`config.mk`:
```
export PLATFORM = sky130hd
export DESIGN_NAME = lms_sequencer
export DESIGN_NICKNAME = d
export VERILOG_FILES = /design/src/rtl/lms_sequencer.sv
export SDC_FILE = /design/constraint.sdc
export NUM_CORES = 1
export LEC_CHECK = 0
export CAP_MARGIN = 20
export CORE_UTILIZATION = 40
export DETAILED_ROUTE_END_ITERATION = 6
export PLACE_DENSITY = 0.77
export SYNTH_ARGS = -nofsm -noshare
export SYNTH_HDL_FRONTEND = slang
export SYNTH_SLANG_ARGS = --single-unit
```
`constraint.sdc`:
```
create_clock -name clk -period 3.3 [get_ports clk]
set_clock_uncertainty 0.2 [all_clocks]
set_input_delay 0.33 -clock clk [delete_from_list [all_inputs] [get_ports clk]]
set_output_delay 0.33 -clock clk [all_outputs]
set_load 0.01 [all_outputs]
```
`src/rtl/lms_sequencer.sv`:
```
// Control sequencer for a time-multiplexed LMS adaptive FIR engine.
// Runs one filter pass per sample, then one coefficient-update pass while the iteration budget lasts.
module lms_sequencer #(
  parameter int TAPS   = 101,
  parameter int ADDR_W = 7
) (
  input  logic                clk,
  input  logic                rst,
  input  logic                start,
  input  logic                stop,
  input  logic signed [31:0]  num_iterations,
  input  logic                s_valid,
  output logic                s_ready,
  output logic                shift_en,
  output logic                mac_clr,
  output logic                mac_en,
  output logic [ADDR_W-1:0]   tap_addr,
  output logic                err_latch,
  output logic                out_valid,
  output logic                coef_we,
  output logic                adapt_active,
  output logic                busy,
  output logic                done,
  output logic [31:0]         iter_count
);

  typedef enum logic [2:0] {IDLE, WAIT, FILTER, ERROR, UPDATE} state_t;

  localparam logic [ADDR_W-1:0] LAST_TAP = ADDR_W'(TAPS - 1);

  state_t              state_reg, state_next;
  logic [ADDR_W-1:0]   tap_reg, tap_next;
  logic signed [31:0]  budget_reg, budget_next;
  logic [31:0]         iter_reg, iter_next;
  logic                adapt_reg, adapt_next;
  logic                ready_reg, ready_next;
  logic                shift_reg, shift_next;
  logic                clr_reg, clr_next;
  logic                en_reg, en_next;
  logic                err_reg, err_next;
  logic                we_reg, we_next;
  logic                busy_reg, busy_next;
  logic                done_reg, done_next;

  // Every output is a register loaded from the value it must show in the next cycle.
  always_comb begin
    state_next  = state_reg;
    tap_next    = '0;
    budget_next = budget_reg;
    iter_next   = iter_reg;
    adapt_next  = adapt_reg;
    ready_next  = 1'b0;
    shift_next  = 1'b0;
    clr_next    = 1'b0;
    en_next     = 1'b0;
    err_next    = 1'b0;
    we_next     = 1'b0;
    done_next   = 1'b0;
    if (stop) begin
      state_next = IDLE;
    end else begin
      case (state_reg)
        IDLE: begin
          if (start) begin
            budget_next = num_iterations;
            iter_next   = '0;
            adapt_next  = (num_iterations > 0);
            done_next   = (num_iterations <= 0);
            ready_next  = 1'b1;
            state_next  = WAIT;
          end
        end
        WAIT: begin
          if (s_valid && ready_reg) begin
            shift_next = 1'b1;
            clr_next   = 1'b1;
            en_next    = 1'b1;
            state_next = FILTER;
          end else begin
            ready_next = 1'b1;
          end
        end
        FILTER: begin
          if (tap_reg == LAST_TAP) begin
            err_next   = 1'b1;
            state_next = ERROR;
          end else begin
            tap_next = tap_reg + 1'b1;
            en_next  = 1'b1;
          end
        end
        ERROR: begin
          if (adapt_reg) begin
            we_next    = 1'b1;
            state_next = UPDATE;
          end else begin
            ready_next = 1'b1;
            state_next = WAIT;
          end
        end
        UPDATE: begin
          if (tap_reg == LAST_TAP) begin
            ready_next = 1'b1;
            state_next = WAIT;
            // Saturate: never count past the latched budget.
            if (iter_reg != $unsigned(budget_reg)) begin
              iter_next = iter_reg + 32'd1;
              if (iter_reg + 32'd1 == $unsigned(budget_reg)) begin
                adapt_next = 1'b0;
                done_next  = 1'b1;
              end
            end
          end else begin
            tap_next = tap_reg + 1'b1;
            we_next  = 1'b1;
          end
        end
        default: state_next = IDLE;
      endcase
    end
    busy_next = (state_next != IDLE);
  end

  always_ff @(posedge clk) begin
    if (rst) begin
      state_reg  <= IDLE;
      tap_reg    <= '0;
      budget_reg <= '0;
      iter_reg   <= '0;
      adapt_reg  <= 1'b0;
      ready_reg  <= 1'b0;
      shift_reg  <= 1'b0;
      clr_reg    <= 1'b0;
      en_reg     <= 1'b0;
      err_reg    <= 1'b0;
      we_reg     <= 1'b0;
      busy_reg   <= 1'b0;
      done_reg   <= 1'b0;
    end else begin
      state_reg  <= state_next;
      tap_reg    <= tap_next;
      budget_reg <= budget_next;
      iter_reg   <= iter_next;
      adapt_reg  <= adapt_next;
      ready_reg  <= ready_next;
      shift_reg  <= shift_next;
      clr_reg    <= clr_next;
      en_reg     <= en_next;
      err_reg    <= err_next;
      we_reg     <= we_next;
      busy_reg   <= busy_next;
      done_reg   <= done_next;
    end
  end

  assign s_ready      = ready_reg;
  assign shift_en     = shift_reg;
  assign mac_clr      = clr_reg;
  assign mac_en       = en_reg;
  assign tap_addr     = tap_reg;
  assign err_latch    = err_reg;
  assign out_valid    = err_reg;
  assign coef_we      = we_reg;
  assign adapt_active = adapt_reg;
  assign busy         = busy_reg;
  assign done         = done_reg;
  assign iter_count   = iter_reg;

endmodule

```
==> run metrics, run 1 <==
yosys warns 0; initial DRC count approximately 270; CTS H-tree depth 3; die area about 12000 µm²; crit path capture type flop; FF+latch area ~1600 µm²; leak pwr between 2 and 2.5 nW; failing checks DRC; number of synthesized flops with an enable pin 0; Max clock buf depth 2; Final Hold Vio Count 0; CTS sink cnt between 80 and 90; VDD IR max roughly 0.19 mV; Setup WS pre-CTS around 0.14 ns; Congestion Overflow GR 0; clk_lat worst skew 0.34 ns; Cell Rows 39; CTS tree done; CORE AREA around 12000 µm²; syn nets about 640; multi-input combinational cell area roughly 2800 µm²; antenna violations before repair 0; # port buffers 85; Required @ worst endpoint 3.33 ns; max-slew violation count 0; Pwr Total between 2 and 2.5 mW; fin area ~6000 µm²; worst-path maximum fanout 21; Filler cells roughly 1100; syn avg cell area roughly 7.9 µm²; Routed Wire Length about 14000 µm; TNS Setup 0 ns; vias per inst about 5.5; Post-CTS Setup Inserts 0; Final nets 740; setup violators final 0; GPL Wtd Cong approximately 0.98; wire per inst 17.1 µm; CP startpoint kind flop; post_cts resized 0; RSZ-0062 raised after global routing no; total track usage about a quarter; placed instance area 5840 µm²; DP Wirelength 11200 µm; #FFs+latches synth 82; Synth Cell Area ~4700 µm²; sequential share of the synthesized area about 35%; Starting Density around two fifths; FMAX ~310 MHz; vias in the first global route around 4700; Post-DRT Antenna Nets 0; setup ws final ~0.11 ns; HP Class flop to flop; Mapped Cells 602; Area growth, synth to finish 29.8%; die width 111 µm; die height between 100 and 150 µm; maxcap violations 0; critical path type flop to flop; first-pass GRT wire length roughly 24000 µm; routed vias 4690; synth unique cells between 60 and 70; IO Pins 86; relative slew slack 60.5%; fin util a little over half; Final Cycle Share a little over nine tenths; layout cells sized above 1 around 11%; DR DRC count 2; top_reg_cell synth dfxtp_1; total CTS buffers 9; largest net degree at the start of global routing 33; CTS Hold Buffers Added 0; pwr dens around 400 nW/µm²; Critical Path AT approximately 3.2 ns; Root Buffer clkbuf_16; Pre-Repair DR Iteration Count 7; Tightest Pin Transition 0.587 ns; asr flop ratio synth 0%; outcome finished, violations left; clk slew on worst S/H paths roughly 0.07 ns; diodes inserted 0; Final min period about 3.2 ns
-- report_power, final --
group / leakage [nW] / internal, mW / switching [mW]
registers: 0.665 / 1.01 / 0.0235
logic: 1.50 / 0.110 / 0.131
clock network: 0.162 / 0.702 / 0.420
total: 2.32 / 1.82 / 0.575
-- routing by layer --
layer  routed length (µm)  track usage [%]  vias to the layer above
met5                    0                0                        -
met4                  277             9.86                        0
met3                  766             3.99                       24
met2                 6920             41.0                      138
met1                 6490             30.5                     2222
li1                     -                -                     2306
-- worst paths after layout --
path                       start        endpoint  slack, ns  cells past startpoint
setup / recovery  iter_count[11]  iter_count[23]       0.11                     10
hold / removal     budget_reg[3]   budget_reg[3]       0.27                      2
hold reg to reg    budget_reg[3]   budget_reg[3]       0.27                      2
setup reg to reg  iter_count[11]  iter_count[23]       0.11                     10
-- metrics by stage --
step,cells,hold slack [ns]
2_1_floorplan,602,0.209
3_3_place_gp,832,0.256
3_5_place_dp,832,0.265
4_1_cts,847,0.274
5_1_grt,847,0.296
6_report,847,0.273
-- layout by cell type (no fill, tap or decap), types with 14 or more instances in the layout --
| cell type | instances |
|---|---|
| xnor2_1 | 32 |
| xor2_1 | 48 |
| nor4_1 | 21 |
| dfxtp_1 | 80 |
| nand2_1 | 104 |
| o21ai_0 | 14 |
| nand4_1 | 22 |
| clkdlybuf4s50_1 | 85 |
| a21oi_1 | 50 |
| nand3_1 | 19 |
| buf_4 | 41 |
| nor2_1 | 56 |
| nor3_1 | 18 |
-- cell type report --
class,instances,area share (%)
Multi-Input combinational cell,471,45.7
Sequential cell,82,26.7
Timing Repair Buffer,126,18.8
Clock buffer,11,4.10
Tap cell,143,2.90
Clock inverter,4,1.20
Inverter,10,0.609
-- synth_stat cells (3+ instances only) --
library cell,n,area share (%)
nand2b_1,3,0.40
dfxtp_1,82,35
nand4_1,22,2.9
nor3b_1,3,0.47
xor2_1,48,8.9
o21ai_0,14,1.5
nand2_1,104,8.2
or3_1,8,1.1
nor3_1,18,1.9
a31oi_1,4,0.53
and3_1,10,1.3
a21oi_1,50,5.3
a21o_1,3,0.47
inv_1,10,0.79
a311oi_1,3,0.55
or4_1,5,0.79
clkbuf_8,6,1.7
nor4_1,21,2.8
buf_4,3,0.47
xnor2_1,32,5.9
or3_2,3,0.47
nor2_1,56,4.4
buf_2,4,0.42
ha_1,3,0.79
nand3_1,19,2.0
clkbuf_1,20,1.6
buf_6,3,0.71
-- worst max-delay path, stage by stage (launching register included) --
cell and delay (ns):
dfxtp_1 0.31, buf_4 0.16, xor2_1 0.20, or4_1 0.55, or4_1 0.60, or2_1 0.27
a21oi_1 0.15, buf_4 0.28, nor3_1 0.11, xnor2_1 0.17, nor2_1 0.05
-- kinds of logic (layout without fill, tap and decap cells) --
group                    Yosys count  count (layout)  synth area share (%)
multiplexers                       2               2                 0.422
adder cells (fa/ha/maj)            3               3                 0.790
AND/OR/NAND/NOR                  297             297                  32.0
XOR/XNOR                          80              80                  14.8
buffers and inverters             49             151                  6.11
AO/OA/AOI/OAI                     89              89                  11.4
flip-flops                        82              82                  34.6
Note: power is estimated with default switching activity, not from simulation.
==> run 2: changes to the inputs <==
--- a/config.mk
+++ b/config.mk
@@ -6,6 +6,7 @@
 export NUM_CORES = 1
 export LEC_CHECK = 0
 export CAP_MARGIN = 20
+export CORE_ASPECT_RATIO = 0.75
 export CORE_UTILIZATION = 40
 export DETAILED_ROUTE_END_ITERATION = 6
 export PLACE_DENSITY = 0.77
==> run metrics, run 2 (synthesis results as in run 1) <==
outcome finished, final reports clean; FF+latch area 1650 µm² (+0.15%); critical path type flop to flop; CTS Hold Buffers Added 0 (unchanged); leak pwr 2.33 nW (+0.35%); total CTS buffers 9 (unchanged); Sequential Power Share 46.6% (+3.4 points); Pint 1.64 mW (-10%); Starting Density 41.0% (-0.20 points); DR DRC count 0 (-2); die area 12300 µm² (about the same); CTS H-tree depth 3 (unchanged); Area growth, synth to finish 30.0%; Critical Path AT 3.25 ns (+0.03 ns); antenna violations before repair 0 (unchanged); Cell Rows 34 (-13%); R2R depth 10 (unchanged); r2r setup slk 0.08 ns (-0.03 ns); vias per inst 5.44 (-1.7%); worst hold stages 1 (-1); fin area 6180 µm² (+0.16%); crit path capture type flop; switching pwr 0.587 mW (+2.2%); Reg-to-Reg Start iter_count[0]; Max clock buf depth 2 (unchanged); setup ws final 0.0817 ns (-0.0293 ns); clk slew on worst S/H paths 0.06 ns (about the same); Root Buffer clkbuf_16; Combinational Power Share 11.1% (+1.0 points); diodes inserted 0 (unchanged); Reg-to-Reg End adapt_active; Congestion Overflow GR 0 (unchanged); hold path endpoint tap_addr[0]; setup violators final 0 (unchanged); switch share 26.4% (+2.4 points); Pwr Total 2.23 mW (-7.1%); # port buffers 85 (unchanged); routed vias 4740 (+1.1%); max-slew violation count 0 (unchanged); clk_lat worst skew 0.35 ns (about the same); Setup WS pre-CTS 0.112 ns (-0.0303 ns); DP Wirelength 11900 µm (+6.6%); FMAX 311 MHz (-0.91%); Tightest Pin Transition 0.541 ns (-0.0462 ns); Final nets 744 (+0.54%); clock share of power 42.3% (-4.5 points); worst-path maximum fanout 6 (-71%); hold slack 0.272 ns (-0.00122 ns); layout cells sized above 1 11.8% (+0.63 points); maxcap violations 0 (unchanged); Required @ worst endpoint 3.34 ns (about the same); Post-DRT Antenna Nets 0 (unchanged); commonest non-fill, non-tap cells in the layout nand2_1 (104), clkdlybuf4s50_1 (85), dfxtp_1 (78), nor2_1 (56), a21oi_1 (50); Filler cells 1119 (+3.1%); IO Pins 86 (unchanged); CP startpoint kind flop; GPL Wtd Cong 0.950 (-2.8%); placed instance area 5890 µm² (+0.92%); post_cts resized 0 (unchanged); Final Hold Vio Count 0 (unchanged); largest net degree at the start of global routing 36 (+9.1%); vias in the first global route 4264 (-9.5%); initial DRC count 323 (+18%); Post-CTS Setup Inserts 0 (unchanged); Pre-Repair DR Iteration Count 5 (-2); HP Class flop to flop; Final Cycle Share 97.5% (+0.89 points); RSZ-0062 raised after global routing yes; wire per inst 17.2 µm (+0.98%); total track usage 25.4% (+1.2 points); CORE AREA 11600 µm² (+0.48%); Final min period 3.22 ns (+0.0293 ns); die width 128 µm (+15%); CTS tree done; VDD IR max 0.249 mV (+30%); Routed Wire Length 15000 µm (+3.8%); pwr dens 361 nW/µm² (-7.3%); first-pass GRT wire length 23200 µm (-1.5%); multi-input combinational cell area 2830 µm² (+0.31%); commonest non-fill, non-tap cell in the layout nand2_1; relative slew slack 63.6% (+3.1 points); CTS sink cnt 82 (unchanged); HP Start tap_addr[0]; die height 96.4 µm (-13%)
-- run 2: changes by cell type in the layout (fill, tap and decap cells not counted), moves of 2 or more --
cell | before | now
buf_4 | 41 | 45
clkinv_4 | 0 | 2
clkbuf_8 | 2 | 0
dfxtp_1 | 80 | 78
dfxtp_2 | 2 | 4
bufinv_16 | 2 | 0
clkbuf_1 | 0 | 2
-- run 2: worst max-delay path by stage --
| stage | to | start | depth (start not counted) |
|---|---|---|---|
| finish | adapt_active | iter_count[0] | 10 |
| global route | done | iter_count[0] | 9 |
| CTS | done | iter_count[0] | 10 |
| detailed placement | done | iter_count[2] | 8 |
| global placement | adapt_active | iter_count[2] | 8 |
| floorplan | adapt_active | iter_count[0] | 10 |
-- run 2: power groups by stage --
stage | clock network (mW) | logic (mW) | registers, mW
after detailed placement | 0 | 0.244 | 1.06
after global placement | 0 | 0.241 | 1.06
final | 0.941 | 0.247 | 1.04
after floorplan | 0 | 0.139 | 1.05
after global routing | 0.993 | 0.270 | 1.04
after CTS | 0.959 | 0.245 | 1.04
-- run 2: routing by layer --
metal | GRT usage, % | share of wire [%]
met4 | 8.24 | 1.4
met1 | 36.4 | 48
met3 | 7.16 | 9.9
met2 | 36.2 | 41
met5 | 0 | 0
-- run 2: worst max-delay path, stage by stage, from the launching register on --
cell     delay, ns
dfxtp_2       0.34
ha_2          0.25
nand3_2       0.10
or4_1         0.61
buf_4         0.20
nor4_2        0.40
or3b_2        0.22
nand4_1       0.12
nor4_1        0.22
a41oi_1       0.15
a211o_1       0.29
-- run 2: per-stage QoR --
step | utilization (%) | std cells | setup TNS (ns)
final | 53.4 | 871 | 0
after CTS | 53.3 | 871 | 0
after global routing | 53.4 | 871 | -0.0656
after detailed placement | 50.9 | 855 | 0
after floorplan | - | 602 | 0
after global placement | 50.9 | 855 | 0
-- run 2: final cells by class --
cell class	count	share of cell area [%]
Multi-Input combinational cell	471	45.8
Sequential cell	82	26.7
Timing Repair Buffer	130	19.2
Clock buffer	11	3.77
Tap cell	162	3.28
Clock inverter	5	0.628
Inverter	10	0.608
